===== src/rtl/fifo_frame_packer.sv =====
// fifo_frame_packer
//   Pulls 64-bit words from the read side of the 8-to-64 CDC FIFO and emits
//   one frame per start pulse on a 32-bit valid/ready stream:
//   header {HDR_TAG, seq}, then each word as two beats, high half first.
//   Optional macro FRAME_CHECKSUM_EN appends an XOR checksum beat.
//
// Parameters
//   FRAME_WORDS  64-bit words per frame (1..1023)
//   RD_LAT       fifo_rd_en to fifo_dout_vld latency in cycles (1..4)
//   HDR_TAG      upper 16 bits of the header beat
//
// Ports
//   rd_clk, rst_n          clock, synchronous active-low reset
//   start                  one-cycle frame request (ignored unless idle)
//   fifo_empty, fifo_dout, fifo_dout_vld, fifo_rd_en   FIFO read side
//   m_data, m_valid, m_ready, m_last                   output stream
//   busy, frame_done, ovf_err                          status
//
// State | meaning
//   IDLE  | waiting for start
//   HEAD  | presenting the header beat, prefetching words
//   DATA  | streaming buffered words, two beats per word
//   CSUM  | presenting the checksum beat (FRAME_CHECKSUM_EN only)
//   DONE  | one-cycle frame_done, seq advances

module fifo_frame_packer #(
    parameter int          FRAME_WORDS = 16,
    parameter int          RD_LAT      = 2,
    parameter logic [15:0] HDR_TAG     = 16'hA5A5
) (
    input  logic        rd_clk,
    input  logic        rst_n,
    input  logic        start,
    input  logic        fifo_empty,
    input  logic [63:0] fifo_dout,
    input  logic        fifo_dout_vld,
    output logic        fifo_rd_en,
    output logic [31:0] m_data,
    output logic        m_valid,
    input  logic        m_ready,
    output logic        m_last,
    output logic        busy,
    output logic        frame_done,
    output logic        ovf_err
);

    if (RD_LAT < 1 || RD_LAT > 4) begin : g_bad_rd_lat
        $error("fifo_frame_packer: RD_LAT must be 1..4");
    end
    if (FRAME_WORDS < 1 || FRAME_WORDS > 1023) begin : g_bad_frame_words
        $error("fifo_frame_packer: FRAME_WORDS must be 1..1023");
    end

    localparam logic [9:0] FW    = 10'(FRAME_WORDS);
    localparam logic [9:0] FW_M1 = 10'(FRAME_WORDS - 1);

    typedef enum logic [2:0] {
        S_IDLE,
        S_HEAD,
        S_DATA,
`ifdef FRAME_CHECKSUM_EN
        S_CSUM,
`endif
        S_DONE
    } state_t;

    state_t      state;
    logic [15:0] seq;
    logic [9:0]  rd_issued;
    logic [9:0]  words_sent;
    logic        half;          // 0: high beat of buf_q[0] next, 1: low beat
    logic [1:0]  inflight;
    logic [1:0]  buf_cnt;
    logic [63:0] buf_q [2];
`ifdef FRAME_CHECKSUM_EN
    logic [31:0] csum;
`endif

    logic xfer, pop, ret, push, wr_idx, rd_ok;

    // Stream outputs decode only registered state, so they cannot change
    // while a beat is stalled: a push only ever writes behind the head entry.
    always_comb begin
        m_valid = 1'b0;
        m_data  = '0;
        m_last  = 1'b0;
        unique case (state)
            S_HEAD: begin
                m_valid = 1'b1;
                m_data  = {HDR_TAG, seq};
            end
            S_DATA: begin
                m_valid = (buf_cnt != 2'd0);
                m_data  = half ? buf_q[0][31:0] : buf_q[0][63:32];
`ifndef FRAME_CHECKSUM_EN
                m_last  = (buf_cnt != 2'd0) && half && (words_sent == FW_M1);
`endif
            end
`ifdef FRAME_CHECKSUM_EN
            S_CSUM: begin
                m_valid = 1'b1;
                m_data  = csum;
                m_last  = 1'b1;
            end
`endif
            default: ;
        endcase
    end

    assign busy       = (state != S_IDLE);
    assign frame_done = (state == S_DONE);

    always_comb begin
        xfer   = m_valid && m_ready;
        pop    = (state == S_DATA) && xfer && half;
        // Returns are only accepted against an outstanding read; words that
        // were in flight across a reset arrive with inflight == 0 and vanish.
        ret    = fifo_dout_vld && (inflight != 2'd0);
        push   = ret && (buf_cnt != 2'd2);
        wr_idx = (buf_cnt == 2'd1) && !pop;
        // Reads are never issued back to back, so fifo_empty seen this cycle
        // already reflects the previous read and rd_en never meets an empty FIFO.
        rd_ok  = ((state == S_HEAD) || (state == S_DATA)) && !fifo_rd_en &&
                 (rd_issued < FW) && !fifo_empty &&
                 (({1'b0, inflight} + {1'b0, buf_cnt}) < 3'd2);
    end

    always_ff @(posedge rd_clk) begin
        if (!rst_n) begin
            state      <= S_IDLE;
            seq        <= '0;
            rd_issued  <= '0;
            words_sent <= '0;
            half       <= 1'b0;
            inflight   <= '0;
            buf_cnt    <= '0;
            buf_q[0]   <= '0;
            buf_q[1]   <= '0;
            ovf_err    <= 1'b0;
            fifo_rd_en <= 1'b0;
`ifdef FRAME_CHECKSUM_EN
            csum       <= '0;
`endif
        end else begin
            fifo_rd_en <= rd_ok;
            if (fifo_rd_en) rd_issued <= rd_issued + 10'd1;

            unique case ({fifo_rd_en, ret})
                2'b10:   inflight <= inflight + 2'd1;
                2'b01:   inflight <= inflight - 2'd1;
                default: ;
            endcase

            if (pop) buf_q[0] <= buf_q[1];
            if (push) buf_q[wr_idx] <= fifo_dout;
            unique case ({push, pop})
                2'b10:   buf_cnt <= buf_cnt + 2'd1;
                2'b01:   buf_cnt <= buf_cnt - 2'd1;
                default: ;
            endcase
            if (ret && (buf_cnt == 2'd2)) ovf_err <= 1'b1;

            unique case (state)
                S_IDLE: begin
                    if (start) begin
                        state      <= S_HEAD;
                        rd_issued  <= '0;
                        words_sent <= '0;
                        half       <= 1'b0;
                    end
                end
                S_HEAD: begin
`ifdef FRAME_CHECKSUM_EN
                    csum <= '0;
`endif
                    if (xfer) state <= S_DATA;
                end
                S_DATA: begin
                    if (xfer) begin
`ifdef FRAME_CHECKSUM_EN
                        csum <= csum ^ m_data;
`endif
                        half <= !half;
                        if (half) begin
                            words_sent <= words_sent + 10'd1;
                            if (words_sent == FW_M1) begin
`ifdef FRAME_CHECKSUM_EN
                                state <= S_CSUM;
`else
                                state <= S_DONE;
`endif
                            end
                        end
                    end
                end
`ifdef FRAME_CHECKSUM_EN
                S_CSUM: begin
                    if (xfer) state <= S_DONE;
                end
`endif
                S_DONE: begin
                    seq   <= seq + 16'd1;
                    state <= S_IDLE;
                end
                default: state <= S_IDLE;
            endcase
        end
    end

endmodule


===== config.mk =====
export PLATFORM = sky130hd
export DESIGN_NAME = fifo_frame_packer
export DESIGN_NICKNAME = d
export VERILOG_FILES = /design/src/rtl/fifo_frame_packer.sv
export SDC_FILE = /design/constraint.sdc
export NUM_CORES = 1
export LEC_CHECK = 0
export CAP_MARGIN = 0
export CORE_ASPECT_RATIO = 1.5
export CORE_MARGIN = 4
export CORE_UTILIZATION = 51
export DETAILED_ROUTE_END_ITERATION = 8
export PLACE_DENSITY = 0.82
export SYNTH_ARGS = -nofsm -noshare
export SYNTH_HDL_FRONTEND = slang
export SYNTH_SLANG_ARGS = --single-unit

===== constraint.sdc =====
create_clock -name rd_clk -period 4.9 [get_ports rd_clk]
set_input_delay 0.98 -clock rd_clk [delete_from_list [all_inputs] [get_ports rd_clk]]
set_output_delay 0.98 -clock rd_clk [all_outputs]
set_load 0.03 [all_outputs]

### Word level (Yosys, flattened, before mapping)

Memory sizes are Yosys's and may differ from the RTL's.
Index checks and enable logic that the tools add are counted.

| storage, ports and cells | value |
|---|---|
| logic and storage cells | 99 |
| latch bits | 0 |
| register bits after elaboration | 46 |
| memories kept | 1 |
| RAM bits | 128 |
| bits in read-only memories | 0 |

| cells by class | value |
|---|---|
| bitwise logic cells | 1 |
| divide/modulo/power cells | 0 |
| muxes and demuxes | 33 |
| reductions and logical operators | 29 |
| $mul | 0 |
| eq/ne operators | 16 |
| $lt $le $gt $ge | 2 |
| shift-type cells | 0 |
| add/sub/neg operators | 8 |

Memories:

| memory | words | width | rd ports | clocked after memory_dff | write ports | RTL line | RTL |
|---|---|---|---|---|---|---|---|
| buf_q | 2 | 64 | 2 | 0 | 2 | 74 | `logic [63:0] buf_q [2];` |

Operator list:

| operator | count |
|---|---|
| 64-bit 2-to-1 mux | 2 |
| 32-bit one-hot mux with 2 select lines | 1 |
| 64-bit OR reduction | 1 |
| 10-bit 2-to-1 mux | 6 |
| 32-bit 2-to-1 mux | 1 |
| 10-bit by 1-bit adder with 10-bit output (second input constant) | 2 |
| 10-bit one-hot mux with 2 select lines | 1 |
| 16-bit by 1-bit adder with 16-bit output (second input constant) | 1 |
| 3-bit 2-to-1 mux | 5 |
| 1-bit logical AND | 13 |
| 1-bit 2-to-1 mux | 12 |
| 10-bit by 4-bit == test with 1-bit output (second input constant) | 1 |
| 10-bit by 5-bit < comparator with 1-bit output (second input constant) | 1 |
| 2-bit != test (second input constant) | 5 |
| 2-bit nonzero test | 5 |
| 3-bit one-hot mux with 3 select lines | 1 |
| 2-bit one-hot mux with 2 select lines | 2 |
| 2-bit by 1-bit == test with 1-bit output (second input constant) | 3 |
| 2-bit == test (second input constant) | 3 |
| 3-bit by 2-bit == test with 1-bit output (second input constant) | 2 |
| 5-bit AND reduction | 1 |
| 2-bit by 1-bit adder with 2-bit output (second input constant) | 2 |
| 1-bit logical NOT | 4 |
| 1-bit one-hot mux with 2 select lines | 2 |
| other kinds (11) | 12 |

### Longest topological paths before layout

| logic depth | value |
|---|---|
| depth in word-level cells | 9 |
| gate-level depth with buffers | 10 |
| mapped depth without buffers | 10 |

### Worst setup path before layout

OpenSTA, ideal clock, no wires.

| timing path | value |
|---|---|
| path kind | input to register |
| start | in fifo_dout_vld |
| end | mem buf_q[0][0] (enable) |
| buffers on the path | 2 |
| cell stages on the path | 6 |
| setup slack | 965 ps |
| arrival time | 3085 ps |
| data required time | 4049 ps |
| setup time | 851 ps |
| cell sequence | o21ai_0 nor3b_1 nand2_1 buf_2 buf_2 nand3_1 |

RTL lines:

| element | RTL line | RTL |
|---|---|---|
| start, declared | 36 | `input logic fifo_dout_vld,` |
| end, declared | 74 |  |

### Worst setup path after layout

| timing path | value |
|---|---|
| start | reg half |
| end | out m_data[16] |

| on the way | value |
|---|---|
| longest elaborated chain between the ends | 2 |

Ends and longest elaborated chain:

| element | RTL line | RTL |
|---|---|---|
| start, declared | 71 | `logic half;` |
| start signal, assigned | 183 | `half <= !half;` |
| 32-bit 2-to-1 mux | 94 | `m_data = half ? buf_q[0][31:0] : buf_q[0][63:32];` |
| 32-bit one-hot mux with 2 select lines | 87 | `unique case (state)` |
| end, declared | 38 | `output logic [31:0] m_data,` |

Every way passes these cells.

==> summary.md <==
| Metric | Value |
|---|---|
| Post-Syn Instances | slightly above 800 |
| Slowest CP cell | dfxtp_2 |
| DR vias/cell | about 5.6 |
| Post-DP HPWL | ~12 mm |
| Post-cts resize count | 0 |
| Top-Level Pins | 108 |
| Peak VDD IR | 0.253 mV |
| Worst path cell trace | buf_4 > mux2i_1 > o21ai_0 > and2_1 > clkdlybuf4s50_1 |
| Fmax | between 200 and 300 MHz |
| Most frequent cells in the layout | 140 x nand3_1, 128 x edfxtp_1, 110 x nand2_1, 107 x clkdlybuf4s50_1, 104 x and2_1 |
| RSZ-0062 raised after global routing | no |
| Storage element area | around 4700 sq um |
| Crit path DAT | ~2.9 ns |
| Setup Fix Bufs, Post-CTS | 0 |
| DRC errors left | 0 |
| Overall Global Routing Usage | about a fifth |
| Clock-pin slew of the registers on the worst-case setup and hold paths | roughly 0.07 ns |
| Synthesized Nets | 900 |
| TritonCTS buffer count | 17 |
| MaxCap Viol Count | 0 |
| Clk_lat worst skew | 0.42 ns |
| Skew final | between 0.007 and 0.008 ns |
| DR WL/cell | ~17 um |
| Layout Area Growth over Synthesis | 21.0% |
| Initial antenna violation count | 1 |
| Initial Utilization | between 50% and 60% |
| Fillcell total | between 1000 and 1500 |
| Worst r2r dst | buf_q[0][25]$_DFFE_PP_ |
| Warning count from the yosys run | 0 |
| Hold/Removal Path Class | flop to flop |
| Most common cell after layout, fill and taps aside | nand3_1 |
| Clock Path Buffers | 2 |
| Setup crit end | m_data[16] |
| Hold Vio Cnt, Final | 0 |
| Synth cell types | 46 |
| Tmin final | approximately 3.8 ns |
| Yosys reg bits | about 170 |
| Via count of the first global-routing pass | 6205 |
| Fin nets | a little under 1000 |
| GR Overflow Total | 0 |
| Buf/Inv on CP | 2 |
| Clock root buffer | clkbuf_16 |
| DR pass1 iterations | 5 |
| Status | finished clean |
| Worst-Margin Slew | approximately 0.9 ns |
| Slew HR | a little over 40% |
| EDFF count, synth | ~130 |
| Antenna violation net count after detailed routing | 0 |
| Crit path required time | around 4 ns |
| Static leakage | about 3.9 nW |
| Post-synth top flop | edfxtp_1 |
| DR vias | ~6300 |
| Crit end category | primary output |
| Port bufs | around 110 |
| H-tree depth | 4 |
| Final design utilization | a little over three fifths |
| Critical Path Source | half$_SDFFE_PN0P_ |
| # hold bufs at CTS | 0 |
| Post-synthesis cell area | ~8400 sq um |
| RD Place Congestion | between 0.8 and 0.9 |
| DIE WIDTH | between 100 and 150 um |
| Area taken by multi-input logic gates | 3420 sq um |
| # clock sinks | 173 |
| CP peak stage delay | 0.86 ns |
| Final worst-path cycle share | 78.5% |
| # rows | 57 |
| CP Class | flop to primary output |
| Slew Limit Fails | 0 |
| Cell Pwr Density | between 300 and 400 nW/um^2 |
| TNS Setup | 0 ns |
| Worst r2r path cells | 7 |
| Asr flop ratio synth | 0% |
| Layout cells sized above 1 | around 5.7% |
| Largest net degree at the start of global routing | 66 |
| Critical Path Source Type | flop |
| TritonCTS clock tree | built |
| Iter 0 DRT Violations | roughly 550 |
| Die ar. | 18700 sq um |
| CP delay by family, top | buffers and inverters |
| First-pass GRT wire length | ~30 mm |
| RR Startpoint | state[0]$_SDFFE_PN0P_ |
| Core Region | between 15000 and 20000 sq um |
| Die height | 165 um |
| Reg2reg setup slack | ~1.5 ns |
| Final setup fails | 0 |
| Crit Path Max Fanout | 26 |
| Register area share after synthesis | 56.4% |
| WL final | 18.8 mm |
| Levels on crit path | 5 |
| Synthesized area per cell | between 10 and 15 sq um |
power breakdown:
part	switching, mW	internal [mW]
clock	0.565	0.756
sequential	0.0478	1.70
combinational	0.584	0.305
total	1.20	2.76
kinds of logic after synthesis:
kind of cell / count (synthesis) / share of synthesized area, %
flip-flops: 173 / 56.4
AO/OA/AOI/OAI: 76 / 5.20
adder cells (fa/ha/maj): 13 / 2.02
multiplexers: 37 / 4.40
AND/OR/NAND/NOR: 429 / 26.1
buffers and inverters: 66 / 3.58
XOR/XNOR: 23 / 2.39
cell usage after synthesis, drive strengths merged, types with 2 or more instances:
library cell | instances | share of area, %
nand3 | 142 | 8.5
edfxtp | 128 | 46
nand2 | 111 | 4.9
and2 | 104 | 7.7
o21ai | 46 | 2.7
dfxtp | 45 | 11
buf | 39 | 2.4
mux2i | 37 | 4.4
nor2 | 24 | 1.1
clkbuf | 14 | 0.62
inv | 13 | 0.58
ha | 12 | 1.8
xnor2 | 12 | 1.2
and3 | 11 | 0.82
xor2 | 11 | 1.1
a21oi | 10 | 0.59
nor3 | 8 | 0.48
or3 | 8 | 0.61
a21boi | 7 | 0.62
nor2b | 5 | 0.37
nand4 | 4 | 0.48
nor4 | 3 | 0.22
o21a | 3 | 0.27
and4 | 2 | 0.21
nor3b | 2 | 0.18
nor4b | 2 | 0.21
worst min path at each step:
stage	start	end	slack [ns]	cells after the start
after floorplan	words_sent[9]$_SDFFE_PN0P_	words_sent[9]$_SDFFE_PN0P_	0.44	1
after global placement	words_sent[9]$_SDFFE_PN0P_	words_sent[9]$_SDFFE_PN0P_	0.46	1
after detailed placement	words_sent[9]$_SDFFE_PN0P_	words_sent[9]$_SDFFE_PN0P_	0.48	1
after CTS	words_sent[9]$_SDFFE_PN0P_	words_sent[9]$_SDFFE_PN0P_	0.49	1
after global routing	words_sent[9]$_SDFFE_PN0P_	words_sent[9]$_SDFFE_PN0P_	0.51	1
final	words_sent[9]$_SDFFE_PN0P_	words_sent[9]$_SDFFE_PN0P_	0.49	1
routing by layer:
| metal | up-vias | GRT usage (%) | wire length [um] |
|---|---|---|---|
| met5 | - | 0 | 0 |
| met4 | 0 | 8.04 | 372 |
| met1 | 3039 | 25.0 | 7610 |
| met3 | 25 | 3.68 | 847 |
| li1 | 3033 | - | - |
| met2 | 171 | 35.7 | 10000 |
through the flow:
step                area, sq um  setup slack [ns]  hold slack (ns)  instances  power (mW)
floorplan                  8420             0.965            0.440        817        2.33
global placement           9610              1.17            0.464       1087        2.65
detailed placement         9610              1.12            0.483       1087        2.66
CTS                       10200              1.03            0.491       1119        3.97
global route              10200             0.943            0.512       1120        4.11
finish                    10200              1.06            0.488       1120        3.95
registers in the layout, summed over array words and instances (netlist names):
register and flops:
state 2, seq 16, inflight 2, half 1, rd_issued 10, ovf_err 1
buf_cnt 2, fifo_rd_en 1, words_sent 10, buf_q 128
worst register-to-register path, stage by stage (launching register included):
cell,delay [ns]
dfxtp_1,0.38
inv_1,0.08
ha_1,0.33
inv_2,0.43
o31ai_4,0.15
nand2_2,0.08
buf_4,0.58
nand3_4,0.79
cell type report:
type	count	area share, %
antenna	1	0.0246
clock inverter	12	1.34
inverter	13	0.479
multi-input combinational	578	33.5
timing repair buffer	117	11.2
sequential	173	46.6
clock buffer	20	4.29
tap	206	2.53
Note: power is estimated with default switching activity, not from simulation.
